### src/rtl/fp_argmin_stream.sv
// ---------------------------------------------------------------------------
// fp_argmin_stream
//
// Purpose: streaming FP32 nearest-match engine. A burst of `count` FP32
// distance scores arrives over a valid/ready stream; the engine tracks the
// smallest score and its 0-based index, then reports whether that minimum
// is <= a programmable acceptance threshold.
//
// FP32 ordering: sign first (negative is smaller, -0 < +0), then {exp,mant}
// (ascending for positive, descending for negative). Equal patterns are not
// "less", so ties keep the earlier index.
//
// Optional feature macro: FP_ARGMIN_NAN_SKIP_EN
//   defined   : NaN samples are accepted and counted but never update the
//               minimum; sticky output nan_seen flags any accepted NaN.
//   undefined : NaNs are ordered by bit pattern like any other value and
//               the nan_seen port does not exist.
//
// Ports:
//   clk        system clock
//   rst        synchronous active-high reset
//   start      one-cycle pulse; latches count/threshold (ignored unless idle)
//   count      samples in the burst (0 allowed)
//   threshold  FP32 acceptance threshold
//   in_valid   sample valid
//   in_ready   engine can accept a sample (depends on state only)
//   in_data    FP32 sample
//   busy       burst in progress
//   done       one-cycle pulse; results valid
//   min_value  smallest sample of the last burst (+inf when empty)
//   min_index  index of the smallest sample
//   match      min_value <= threshold
//   nan_seen   (macro only) a NaN was accepted in the last burst
// ---------------------------------------------------------------------------
module fp_argmin_stream #(
  parameter int IDX_W = 10
) (
  input  logic             clk,
  input  logic             rst,
  input  logic             start,
  input  logic [IDX_W-1:0] count,
  input  logic [31:0]      threshold,
  input  logic             in_valid,
  output logic             in_ready,
  input  logic [31:0]      in_data,
  output logic             busy,
  output logic             done,
  output logic [31:0]      min_value,
  output logic [IDX_W-1:0] min_index,
  output logic             match
`ifdef FP_ARGMIN_NAN_SKIP_EN
  ,
  output logic             nan_seen
`endif
);

  localparam logic [31:0] POS_INF = 32'h7F80_0000;

  typedef enum logic [1:0] {S_IDLE, S_RUN, S_DONE} state_t;

  state_t           state_q, state_d;
  logic [IDX_W-1:0] count_q, cnt_q, pipe_idx_q, min_idx_q, min_idx_d;
  logic [31:0]      thr_q, pipe_data_q, min_q, min_d;
  logic             pipe_vld_q, done_q, match_q;
  logic             start_go, accept, last_accept, sample_wins;

  // a strictly less than b under the sign / exponent / mantissa ordering
  function automatic logic fp_less(input logic [31:0] a, input logic [31:0] b);
    if (a[31] != b[31]) return a[31];
    else if (!a[31])    return a[30:0] < b[30:0];
    else                return a[30:0] > b[30:0];
  endfunction

  function automatic logic is_nan(input logic [31:0] v);
    return (v[30:23] == 8'hFF) && (v[22:0] != 23'd0);
  endfunction

  assign start_go    = (state_q == S_IDLE) && start;
  assign accept      = in_ready && in_valid;
  assign last_accept = accept && (cnt_q == count_q - IDX_W'(1));

  // ---- FSM: state register ----
  always_ff @(posedge clk) begin
    if (rst) state_q <= S_IDLE;
    else     state_q <= state_d;
  end

  // ---- FSM: next state ----
  always_comb begin
    state_d = state_q;
    case (state_q)
      S_IDLE:  if (start) state_d = (count == '0) ? S_DONE : S_RUN;
      S_RUN:   if (last_accept) state_d = S_DONE;
      S_DONE:  state_d = S_IDLE;
      default: state_d = S_IDLE;
    endcase
  end

  // ---- FSM: outputs (state only, so no in_valid -> in_ready path) ----
  always_comb begin
    in_ready = 1'b0;
    busy     = 1'b0;
    if (state_q == S_RUN) begin
      in_ready = 1'b1;
      busy     = 1'b1;
    end
  end

  // Compare stage: the sample registered on the previous accept is compared
  // against the running minimum. The last sample is folded in during DONE,
  // so match uses min_d to see the final minimum.
`ifdef FP_ARGMIN_NAN_SKIP_EN
  assign sample_wins = pipe_vld_q && !is_nan(pipe_data_q) && fp_less(pipe_data_q, min_q);
`else
  assign sample_wins = pipe_vld_q && fp_less(pipe_data_q, min_q);
`endif

  always_comb begin
    min_d     = min_q;
    min_idx_d = min_idx_q;
    if (sample_wins) begin
      min_d     = pipe_data_q;
      min_idx_d = pipe_idx_q;
    end
  end

  // ---- datapath ----
  always_ff @(posedge clk) begin
    if (rst) begin
      count_q     <= '0;
      thr_q       <= '0;
      cnt_q       <= '0;
      pipe_vld_q  <= 1'b0;
      pipe_data_q <= '0;
      pipe_idx_q  <= '0;
      min_q       <= POS_INF;
      min_idx_q   <= '0;
      match_q     <= 1'b0;
      done_q      <= 1'b0;
    end else begin
      pipe_vld_q <= accept;
      done_q     <= (state_q == S_DONE);
      if (accept) begin
        pipe_data_q <= in_data;
        pipe_idx_q  <= cnt_q;
        cnt_q       <= cnt_q + IDX_W'(1);
      end
      if (start_go) begin
        count_q   <= count;
        thr_q     <= threshold;
        cnt_q     <= '0;
        min_q     <= POS_INF;
        min_idx_q <= '0;
        match_q   <= 1'b0;
      end else begin
        min_q     <= min_d;
        min_idx_q <= min_idx_d;
        if (state_q == S_DONE) match_q <= !fp_less(thr_q, min_d);
      end
    end
  end

`ifdef FP_ARGMIN_NAN_SKIP_EN
  logic nan_q;
  always_ff @(posedge clk) begin
    if (rst || start_go)                 nan_q <= 1'b0;
    else if (accept && is_nan(in_data))  nan_q <= 1'b1;
  end
  assign nan_seen = nan_q;
`endif

  assign done      = done_q;
  assign min_value = min_q;
  assign min_index = min_idx_q;
  assign match     = match_q;

endmodule

### config.mk
export PLATFORM = sky130hd
export DESIGN_NAME = fp_argmin_stream
export DESIGN_NICKNAME = d
export VERILOG_FILES = /design/src/rtl/fp_argmin_stream.sv
export SDC_FILE = /design/constraint.sdc
export NUM_CORES = 1
export LEC_CHECK = 0
export ABC_CLOCK_PERIOD_IN_PS = 11900
export BUFFER_PORTS_ARGS = -buffer_cell sky130_fd_sc_hd__buf_2
export CORE_UTILIZATION = 60
export CTS_BUF_LIST = sky130_fd_sc_hd__clkbuf_16
export CTS_CLUSTER_DIAMETER = 80
export DETAILED_ROUTE_END_ITERATION = 10
export GPL_TIMING_DRIVEN = 1
export PLACE_DENSITY = 0.84
export SLEW_MARGIN = 20
export SYNTH_ARGS = -nofsm -noshare
export SYNTH_HDL_FRONTEND = slang
export SYNTH_SLANG_ARGS = --single-unit
export TNS_END_PERCENT = 1
### constraint.sdc
create_clock -name clk -period 11.9 [get_ports clk]
set_clock_uncertainty 0.15 [all_clocks]
set_input_delay 0.595 -clock clk [delete_from_list [all_inputs] [get_ports clk]]
set_output_delay 0.595 -clock clk [all_outputs]
set_load 0.1 [all_outputs]
==> impl_metrics.toml, run 1 <==
[worst_hold_path]
holdPathStages = 3
holdCritPathClass = "in -> reg"

[final_layout]
synthToLayoutAreaGrowth_pct = 15.5
num_antenna_cells = 0
fin_area_um2 = 8450
layout-drive-gt1-share_pct = 16.7
final_cells = 1144
nNetsFinal = 1130

[clock_network]
clk_transition_reported_paths_ps = 60
hold_buffers = 0
cts_root_buf = "clkbuf_16"
cts_resized = 0
cts.sinks = 141
post_cts.repair.setup_buffers = 0
cts-htree-levels = 4
cts_buffers = 17
clock_path_buffers = 2
tritoncts = "yes"
clk_latency_ps = 430

[power_and_ir_drop]
p_comb_share_pct = 12.9
total_power_mw = 1.20
seqPwrFrac_pct = 42.2
switching_share_pct = 27.0
power_density_nw_per_um2 = 142
p_int_mw = 0.874
ir_drop_mv = 0.121
power_frac_clock_pct = 44.9
leakage_nw = 3.47
p_sw_mw = 0.323

[setup_path]
worstRegToRegCells = 17
crit_family = "compound AO/OA/AOI/OAI gates"
cp-start-kind = "flop"
cp_slowest_cell = "buf_4"
cp_max_fo = 50
cp_num_buf_inv = 2
crit_path_end_kind = "flop"
r2r_setup_slack_ps = 6870
critPathKind = "reg -> reg"
worst_ep_arrival_time_ps = 5200
critPathMaxStageDelay_ps = 690
cp.required_ps = 12070
crit_chain = "inv_1 -> ha_1 -> nand4_1 -> nor4_1 -> a21boi_2 -> a211oi_4 -> buf_4 -> mux2i_1 -> ha_1 -> nor2b_1 -> o21ai_0 -> a21oi_1 -> o21ai_0 -> a31oi_1 -> a2111oi_0 -> o21a_1 -> a21oi_1"
worstSetupPathDepth = 17

[logic_synthesis]
ys_seq_area_share_pct = 38.6
synth.distinct_cells = 46
syn_inst = 892
ys.flop_type = "dfxtp_1"
synth_nets = 1034
synth_edf_count = 0
synth-seq-cells = 141
yosysWarningCount = 0
ys_async_sr_fraction_pct = 0
netlist_area_um2 = 7320
syn_area_per_cell_um2 = 8.20

[sta]
worst_pin_slew_ps = 1040
min_period_over_period_pct = 42.3
relSlewSlack_pct = 31.0
rsz0062_at_grt = "no"
clock.fmax_ghz = 0.199
setup_violations = 0
slew_viol_final = 0
tns_ps = 0
period_needed_ps = 5030
hold_viol = 0

[routing]
firstDrtPassIters = 5
drt-total-wl_um = 16900
drtIter0Drc = 334
num_vias = 6338
postRouteAntennaNets = 0
wl_per_cell_um = 14.7
drc = 0
vias_per_cell = 5.54

[floorplanning]
row_count = 39
fp.dieArea_um2 = 12600
dieHeight_um = 112
die_w_um = 112
initial_core_util_pct = 62.7
core-area_um2 = 11700
io_pins = 124

[global_route]
grt_max_degree = 91
antenna_found_initial = 0
grt.overflow.total = 0
grt_pass1_wl_um = 28300
grt_pass1_vias = 6143
grt_usage_pct = 28.2

[status]
status = "finished, final reports clean"

[placement]
port_buffers = 123
hpwlAfterDp_um = 11400
dp.cells = 1112
gp_congestion = 0.821
place_area_um2 = 7850

[job]
maxCapViolCount = 0
## cell families (layout without fill, tap and decap cells)
family / Yosys count / in the layout / share of synthesized area, %
buf+inv: 87 / 196 / 6.19
simple gates: 350 / 350 / 19.7
fa+ha+maj: 64 / 64 / 10.9
flops: 141 / 141 / 38.6
mux: 73 / 73 / 10.0
xor+xnor: 23 / 23 / 2.75
compound gates: 154 / 154 / 11.9
## synthesized netlist by cell type (2+ instances only)
master       n  area share (%)
nor4_1       4            0.34
o21ai_0     14            0.96
buf_1        3            0.15
mux2i_1     72             9.9
xnor2_1     12             1.4
inv_1       36             1.8
nand2_1    257              13
nor2_1      41             2.1
a21o_1       2            0.21
a211oi_2     2            0.34
o21a_1       4            0.41
a21oi_1    111             7.6
or4_1        2            0.21
ha_1        64              11
nand3_1      8            0.55
nor3_1       9            0.62
nand4_1     13             1.1
xor2_1      11             1.3
clkbuf_1    38             1.9
nand3b_1     4            0.41
a211oi_1     5            0.51
a2111oi_0    2            0.24
o211ai_1     3            0.31
a31oi_1      2            0.17
buf_12       7             1.9
o2111ai_1    2            0.24
dfxtp_1    141              39
nor2b_1      5            0.43
## worst min-delay path: cells and delay by family
kind                   cells  cell delay (ps)
buffers and inverters      1               90
and+or+nand+nor            1               40
AOI/OAI and AO/OA          1               50
## routing by layer
layer	share of wire, %	GRT usage [%]
met5	0	0
met4	1.9	11.0
met3	5.9	7.51
met2	47	47.0
met1	45	34.8
## cell type report
cell class	instances	area, um2
flip-flops and latches	141	2820
inverters	36	135
fillers	934	3210
well taps	143	179
clock buffers	17	425
repair buffers	128	653
clock inverters	15	173
multi-input cells	664	4060
## through the flow
stage / worst slack [ps] / util [%] / hold slack (ps)
after floorplan: 7220 / - / 286
after global placement: 7130 / 67.3 / 293
after detailed placement: 7000 / 67.3 / 300
after CTS: 6950 / 72.4 / 241
after global routing: 6450 / 72.4 / 251
final: 6870 / 72.4 / 245
## power groups by stage
stage | registers, mW | clock network [mW] | logic, mW
after floorplan | 0.518 | 0 | 0.111
after global placement | 0.514 | 0 | 0.150
after detailed placement | 0.515 | 0 | 0.154
after CTS | 0.505 | 0.541 | 0.155
after global routing | 0.507 | 0.560 | 0.174
final | 0.505 | 0.538 | 0.155
## sequential cells by signal (all words and copies together) (netlist names), 2 cells and up, named ones only
name	count
min_index	10
thr_q	32
pipe_idx_q	10
count_q	10
min_value	31
state_q	2
pipe_data_q	32
cnt_q	10
## placed cells by master, fill, tap and decap left out, types with 3 or more instances in the layout
| master | synthesis | layout |
|---|---|---|
| o21ai_0 | 14 | 14 |
| clkbuf_16 | 0 | 17 |
| nand3_1 | 8 | 8 |
| clkinvlp_4 | 0 | 4 |
| xnor2_1 | 12 | 12 |
| bufinv_16 | 0 | 3 |
| inv_1 | 36 | 37 |
| mux2i_1 | 72 | 72 |
| nor3_1 | 9 | 9 |
| a21oi_1 | 111 | 111 |
| nand2_1 | 257 | 257 |
| o211ai_1 | 3 | 3 |
| buf_2 | 1 | 123 |
| o21a_1 | 4 | 4 |
| nand3b_1 | 4 | 4 |
| a211oi_1 | 5 | 5 |
| buf_4 | 1 | 5 |
| nor2_1 | 41 | 40 |
| dfxtp_1 | 141 | 141 |
| xor2_1 | 11 | 11 |
| nand4_1 | 13 | 13 |
| nor4_1 | 4 | 4 |
| ha_1 | 64 | 64 |
| nor2b_1 | 5 | 5 |
## worst paths after layout
kind / to / from
worst min register to register: min_index[4] / min_index[4]
worst max-delay path: match / min_value[30]
worst min-delay path: pipe_data_q[19] / in_data[19]
worst max register to register: match / min_value[30]
Note: power is estimated with default switching activity, not from simulation.
==> run 2: changes to the inputs <==
--- a/config.mk
+++ b/config.mk
@@ -5,14 +5,15 @@
 export SDC_FILE = /design/constraint.sdc
 export NUM_CORES = 1
 export LEC_CHECK = 0
-export ABC_CLOCK_PERIOD_IN_PS = 11900
+export ABC_AREA = 1
+export ABC_CLOCK_PERIOD_IN_PS = 4200
 export BUFFER_PORTS_ARGS = -buffer_cell sky130_fd_sc_hd__buf_2
-export CORE_UTILIZATION = 60
+export CORE_UTILIZATION = 51
 export CTS_BUF_LIST = sky130_fd_sc_hd__clkbuf_16
 export CTS_CLUSTER_DIAMETER = 80
 export DETAILED_ROUTE_END_ITERATION = 10
 export GPL_TIMING_DRIVEN = 1
-export PLACE_DENSITY = 0.84
+export PLACE_DENSITY = 0.77
 export SLEW_MARGIN = 20
 export SYNTH_ARGS = -nofsm -noshare
 export SYNTH_HDL_FRONTEND = slang
==> constraint.sdc (replaced) <==
create_clock -name clk -period 4.2 [get_ports clk]
set_clock_uncertainty 0.15 [all_clocks]
set_input_delay 0.21 -clock clk [delete_from_list [all_inputs] [get_ports clk]]
set_output_delay 0.21 -clock clk [all_outputs]
set_load 0.1 [all_outputs]
==> impl_metrics.toml, run 2 <==
[routing]
vias_per_cell = 5.17
drc = 0
drtIter0Drc = 415
m1WireLength_um = 8790
route.top_layer_used = "met4"
wl_per_cell_um = 14.0
num_vias = 7016
drt-total-wl_um = 19000
wl_met2_um = 8550
postRouteAntennaNets = 0
firstDrtPassIters = 6
dr_wl_met3_um = 1370

[power_and_ir_drop]
p_sw_mw = 1.10
ir_drop_mv = 0.300
leakage_nw = 4.37
p_int_mw = 2.49
switching_share_pct = 30.7
p_comb_share_pct = 20.3
power_density_nw_per_um2 = 395
power_frac_clock_pct = 38.7
seqPwrFrac_pct = 41.1

[global_route]
grt.overflow.total = 0
grt_pass1_wl_um = 31100
grt_pass1_vias = 6531
grt_max_degree = 66
antenna_found_initial = 0
grt_usage_pct = 27.2

[worst_hold_path]
holdCritPathClass = "in -> reg"

[placement]
gp_congestion = 0.878
port_buffers = 123
place_area_um2 = 7820
hpwlAfterDp_um = 12600

[sta]
period_needed_ps = 3860
min_period_over_period_pct = 91.9
relSlewSlack_pct = 27.8
worst_pin_slew_ps = 1080
slew_viol_final = 0
whs_ps = 27.6
rsz0062_at_grt = "no"
tns_ps = 0
clock.fmax_ghz = 0.259
hold_viol = 0
setup_violations = 0

[final_layout]
nNetsFinal = 1310
final-seq-area_um2 = 2820
fin_area_um2 = 9120
utilization_pct = 67.8
synthToLayoutAreaGrowth_pct = 27.9
num_antenna_cells = 0
nFillCells = 1189
mostFrequentLayoutCell = "nand2_1"
multi_input_area_um2 = 3710
top_regs = "pipe_data_q: 32 flops, thr_q: 32 flops, min_value: 31 flops"
layout-drive-gt1-share_pct = 15.1
layout_common_cells = "169 x nand2_1, 158 x nor2_1, 141 x dfxtp_1"

[logic_synthesis]
ys_seq_area_share_pct = 39.6
synth.most_common_cell = "nand2_1"
ys.flop_type = "dfxtp_1"
ys_async_sr_fraction_pct = 0
synth_top_cell_by_area = "dfxtp_1"
syn_area_per_cell_um2 = 7.21
synth.top_cell.area_share_pct = 39.6
synth.area.top_cells = "dfxtp_1 40%, ha_1 11%, nand2_1 8.9%"
synth.distinct_cells = 32
syn_inst = 989
netlist_area_um2 = 7130
synth_commonest_cells = "169 x nand2_1, 158 x nor2_1, 141 x dfxtp_1, 106 x inv_1, 95 x o21ai_0"
synth-seq-cells = 141
synth_edf_count = 0
yosysWarningCount = 0
synth_nets = 1131

[setup_path]
cp.required_ps = 4350
critPathMaxStageDelay_ps = 350
cp_max_fo = 25
crit_path_end_kind = "flop"
crit_chain = "inv_1 -> ha_1 -> nand2_1 -> inv_1 -> a21oi_1 -> nand2_1 -> nand2_1 -> nand2_1 -> nand2_1 -> nand2_2 -> a21oi_4 -> buf_6 -> nand3_1 -> and2_1 -> ha_1 -> nand2_1 -> nor2_1 -> nand4_1 -> nor3_1 -> nand3_1 -> nand2_1 -> nand2_1 -> nand2_1 -> a21oi_1"
cp_num_buf_inv = 3
crit_family = "simple AND/OR/NAND/NOR gates"
path_common_cell = "nand2_1"
cp-start-kind = "flop"
critPathKind = "reg -> reg"
cp_slowest_cell = "dfxtp_1"
worst_ep_arrival_time_ps = 4010

[clock_network]
clk_latency_ps = 420
clock_path_buffers = 2
cts-htree-levels = 4
clk_transition_reported_paths_ps = 60
cts_buffers = 17
post_cts.repair.setup_buffers = 0
tritoncts = "yes"
cts_root_buf = "clkbuf_16"
cts.sinks = 141

[floorplanning]
die_w_um = 120
initial_core_util_pct = 53.0
core-area_um2 = 13500
io_pins = 124
fp.dieArea_um2 = 14500
row_count = 42
dieHeight_um = 120

[job]
maxCapViolCount = 0

[status]
status = "finished, final reports clean"
## run 2: power groups by stage
stage | Combinational [mW] | Clock (mW) | Sequential [mW]
3_5_place_dp | 0.668 | 0 | 1.50
4_1_cts | 0.723 | 1.40 | 1.48
6_report | 0.730 | 1.39 | 1.48
3_3_place_gp | 0.653 | 0 | 1.50
5_1_grt | 0.824 | 1.46 | 1.49
2_1_floorplan | 0.424 | 0 | 1.57
## run 2: cells by family after synthesis
logic type | after synthesis | share of synthesized area [%]
AND/OR/NAND/NOR | 431 | 25.7
AO/OA/AOI/OAI | 191 | 13.8
buffers and inverters | 154 | 8.74
flip-flops | 141 | 39.6
adder cells (fa/ha/maj) | 64 | 11.2
XOR/XNOR | 8 | 0.982
## run 2: what timing repair did
item / in CTS / in global routing
hold endpoints to repair: 75 / 0
endpoints found under the setup margin: 0 / 1
hold buffers: 72 / 0
resized for setup: 0 / 2
## run 2: final cells by class
type                            instances  area share, %
Inverter                              109           4.49
Sequential cell                       141           31.0
Multi-Input combinational cell        695           40.7
Clock inverter                         15           1.40
Timing Repair Buffer                  204           15.4
Tap cell                              176           2.41
Clock buffer                           17           4.66
## run 2: through the flow
step | std cells | setup WS [ps] | total power, mW
final | 1357 | 342 | 3.60
after global routing | 1357 | 18.9 | 3.77
after CTS | 1356 | 239 | 3.60
after detailed placement | 1252 | 245 | 2.17
after global placement | 1252 | 378 | 2.16
after floorplan | 989 | 321 | 2.00
## run 2: worst min-delay path, stage by stage
cell and delay, ps:
buf_2 90, o21ai_0 110, a21oi_1 150
## run 2: path summary, 6_finish.rpt
kind / from / to / slack [ps] / depth (start not counted)
max: min_value[6] / match / 340 / 24
min: count[0] / count_q[0] / 30 / 3
max reg2reg: min_value[6] / match / 340 / 24
min reg2reg: pipe_idx_q[4] / pipe_idx_q[4] / 310 / 2
## run 2: routing by layer
| layer | GRT usage [%] | up-vias |
|---|---|---|
| met3 | 5.57 | 35 |
| met4 | 8.41 | 0 |
| met5 | 0 | - |
| li1 | - | 3566 |
| met1 | 36.4 | 3178 |
| met2 | 44.0 | 237 |
